## config.mk

```make
export PLATFORM = sky130hd
export DESIGN_NAME = priority_arbiter
export DESIGN_NICKNAME = d
export VERILOG_FILES = /design/src/rtl/priority_arbiter.sv
export SDC_FILE = /design/constraint.sdc
export NUM_CORES = 1
export LEC_CHECK = 0
export CAP_MARGIN = 10
export CORE_AREA = 5 5 42 44
export DETAILED_ROUTE_END_ITERATION = 10
export DIE_AREA = 0 0 47 49
export GPL_TIMING_DRIVEN = 0
export PLACE_DENSITY = 0.6
export SLEW_MARGIN = 25
export SYNTH_ARGS = -nofsm -noshare
export SYNTH_HDL_FRONTEND = slang
export SYNTH_SLANG_ARGS = --single-unit
export TNS_END_PERCENT = 30
```

## constraint.sdc

```tcl
create_clock -name clk -period 1.8 [get_ports clk]
set_clock_uncertainty 0.2 [all_clocks]
set_input_delay 0.45 -clock clk [delete_from_list [all_inputs] [get_ports clk]]
set_output_delay 0.45 -clock clk [all_outputs]
set_load 0.1 [all_outputs]
```

## src/rtl/priority_arbiter.sv

```systemverilog
// priority_arbiter: registered fixed-priority / round-robin arbiter presenting one grant at a time over valid/ready
module priority_arbiter #(
  parameter int N = 4,
  parameter int MODE = 0,
  localparam int ID_W = (N > 2) ? $clog2(N) : 1
) (
  input  logic            clk,
  input  logic            rst_n,
  input  logic [N-1:0]    req,
  input  logic            ready,
  output logic            valid,
  output logic [ID_W-1:0] grant_id,
  output logic [N-1:0]    grant_onehot
);
  localparam logic [ID_W:0] L_N = (ID_W+1)'(N);
  typedef enum logic {IDLE, GRANT} state_t;
  state_t r_state;
  logic r_arm;
  logic [ID_W-1:0] r_id, r_ptr, w_ptr_next, w_win_id, w_off;
  logic [ID_W:0] w_sum;
  logic [N-1:0] r_oh, w_rot;
  logic w_hs, w_any, w_load;
  assign w_hs = (r_state == GRANT) && ready;
  assign w_any = |req;
  // r_arm holds off the first grant until one full clock after reset release
  assign w_load = r_arm && ((r_state == IDLE) || ready);
  assign w_ptr_next = (MODE == 0) ? '0 : !w_hs ? r_ptr : (r_id == ID_W'(N - 1)) ? '0 : r_id + ID_W'(1);
  assign w_rot = N'({req, req} >> w_ptr_next);
  assign w_sum = {1'b0, w_ptr_next} + {1'b0, w_off};
  always_comb begin
    w_off = '0;
    for (int j = N - 1; j >= 0; j--) if (w_rot[j]) w_off = ID_W'(j);
  end
  always_comb begin
    w_win_id = (w_sum >= L_N) ? ID_W'(w_sum - L_N) : ID_W'(w_sum);
    if (MODE == 0)
      for (int i = 0; i < N; i++) if (req[i]) w_win_id = ID_W'(i);
  end
  always_ff @(posedge clk or negedge rst_n) begin
    if (!rst_n) begin
      r_state <= IDLE;
      r_arm <= 1'b0;
      r_id <= '0;
      r_oh <= '0;
      r_ptr <= '0;
    end else begin
      r_arm <= 1'b1;
      r_ptr <= w_ptr_next;
      if (w_load) begin
        r_state <= w_any ? GRANT : IDLE;
        r_id <= w_any ? w_win_id : '0;
        r_oh <= w_any ? (N'(1) << w_win_id) : '0;
      end
    end
  end
  assign valid = (r_state == GRANT);
  assign grant_id = r_id;
  assign grant_onehot = r_oh;
endmodule

```

==> impl_metrics.json <==
{
  "run_status": "finished, final reports clean",
  "diodes": 0,
  "wirelength_um": 703,
  "synth_seq_area_share_pct": 57.14,
  "setup_viol": 0,
  "crit_chain": "buf_2",
  "dr.pass1.iters": 2,
  "syn_area_um2": 350.3,
  "dp_hpwl_um": 546.5,
  "power_frac_seq_pct": 36.9,
  "synth_cell_types": 11,
  "met3_length_um": 89,
  "routedLengthMet1_um": 375,
  "drtIter0Drc": 3,
  "grt_pass1_wl_um": 1228,
  "critPathMaxFanout": 2,
  "worstSetupEndpointType": "primary output",
  "crit_slowest_cell": "buf_2",
  "cp_num_buf_inv": 1,
  "die-area_um2": 2303,
  "top_layer": "met4",
  "r2r_setup_slack_ns": 0.40,
  "start_util_pct": 25.00,
  "antenna_found_initial": 0,
  "critical_path_class": "flip-flop to primary output",
  "hold_buffers": 0,
  "ys_ff_latch": 8,
  "yosys_warnings": 0,
  "internal_power_mw": 0.3274,
  "cts_max_path_buffers": 2,
  "boundaryPins": 14,
  "drc_errors": 0,
  "clk_pin_slew_ns": 0.06,
  "via_count": 241,
  "slowest_delay_ns": 0.43,
  "cts_htree_levels": 1,
  "clock_latency_ns": 0.25,
  "power_density_nw_per_um2": 1144,
  "clkSinkCount": 8,
  "p_sw_share_pct": 41.95,
  "cts_root_buf": "clkbuf_4",
  "p_comb_share_pct": 36.9,
  "drt.antenna.violating_nets": 0,
  "cap_viol_max_count": 0,
  "die_h_um": 49,
  "gr-total-overflow": 0,
  "period_minus_slack_ns": 1.678,
  "cp.required_ns": 1.15,
  "hp-class": "input port to asynchronous set/reset pin",
  "wl_per_cell_um": 11.72,
  "hold_violations": 0,
  "peakVddDrop_v": 0.0004646,
  "synthCells": 27,
  "synth.avg_cell_area_um2": 12.98,
  "p_leak_nw": 0.2445,
  "areaGrowthSynthToFinish_pct": 40.71,
  "gp_congestion": 0.5751,
  "p_sw_mw": 0.2366,
  "rsz0062_at_grt": "no",
  "min_period_over_period_pct": 93.22,
  "drv_slew": 0,
  "synth_nets": 34,
  "fin_nets": 52,
  "setup_tns_ns": 0,
  "drive_gt1_share_pct": 43.18,
  "chipWidth_um": 47,
  "finalPower_mw": 0.5640,
  "rows": 14,
  "max_freq_mhz": 595.9,
  "design.core.area_um2": 1401,
  "cts_tree": "built",
  "critPathLaunchType": "flip-flop",
  "arrival_ns": 1.03,
  "grt_pass1_vias": 273,
  "via_per_inst": 4.017,
  "portBuffers": 13,
  "crit_family": "buffers and inverters",
  "met2_length_um": 218,
  "hold_ws_ns": 0.2760,
  "clkPwrFrac_pct": 26.2,
  "numCtsBuffers": 3,
  "grt_start_max_net_pins": 9,
  "grt_usage_pct": 7.714
}
==> per-layer routing <==
metal	track usage, %	vias to the layer above
met5	0	-
met4	5.530	0
met3	4.428	2
met2	8.145	16
met1	10.94	103
li1	-	120
==> through the flow <==
stage | cells | worst slack [ns] | util [%] | instance area, um2
2_1_floorplan | 27 | 0.03444 | - | 351.6
3_3_place_gp | 56 | -0.3288 | 35.80 | 501.7
3_5_place_dp | 56 | -0.3177 | 35.80 | 501.7
4_1_cts | 60 | 0.00008848 | 36.61 | 513.0
5_1_grt | 60 | 0.05414 | 35.18 | 493.0
6_report | 60 | 0.1220 | 35.18 | 493.0
==> cells in the mapped netlist <==
cell / instances / area share, %
dfrtp_1: 8 / 57
mux2_2: 5 / 16
inv_1: 4 / 4.3
mux2i_1: 2 / 5.7
nor2_1: 2 / 2.1
a21oi_1: 1 / 1.4
conb_1: 1 / 1.1
nor3_1: 1 / 1.4
nor3b_2: 1 / 3.6
o21ai_4: 1 / 4.6
or2_4: 1 / 2.5
==> state kept, by name, summed over array words and instances (netlist names) <==
signal,flops
grant_onehot,4
grant_id,2
r_arm,1
valid,1
==> layout make-up <==
class	count	area, um2
Fill cell	158	908.4
Sequential cell	8	201.4
Multi-Input combinational cell	15	135.1
Timing Repair Buffer	13	95.09
Clock buffer	4	26.28
Tap cell	16	20.02
Inverter	4	15.01
==> power groups by stage <==
stage	logic (mW)	registers (mW)	clock network (mW)
floorplan	0.0305	0.344	0
global placement	0.226	0.212	0
CTS	0.217	0.210	0.151
detailed placement	0.227	0.212	0
global route	0.216	0.212	0.166
finish	0.208	0.208	0.148
==> worst paths after layout <==
path	start	end	cells after the start
setup / recovery	grant_id[0]	grant_id[0]	1
hold / removal	rst_n	grant_id[0]	1
setup reg to reg	valid	grant_id[1]	3
hold reg to reg	grant_onehot[1]	grant_onehot[1]	1
max in group asynchronous	rst_n	valid	1
min in group clk	grant_onehot[1]	grant_onehot[1]	1
==> kinds of logic (layout without fill, tap and decap cells) <==
kind of cell	after synthesis	count (layout)	share of synthesized area [%]
buffers and inverters	4	21	4.284
flip-flops	8	8	57.14
other	1	1	1.070
AO/OA/AOI/OAI	2	2	6.071
multiplexers	7	7	21.78
AND/OR/NAND/NOR	5	5	9.642
==> what timing repair did <==
action,CTS,global route
setup endpoints to repair,7,4
buffers inserted,0,0
resized for setup,31,4
endpoints found under the hold margin,0,0
gates cloned,0,0
==> layout by cell type (no fill, tap or decap), types with 2 or more instances in the layout <==
| cell type | count |
|---|---|
| mux2_2 | 5 |
| inv_1 | 4 |
| dfrtp_1 | 7 |
| buf_2 | 7 |
| clkbuf_4 | 3 |
| mux2i_1 | 2 |
| clkdlybuf4s50_1 | 6 |
| nor2_1 | 2 |
(Power assumes the default switching activity.)
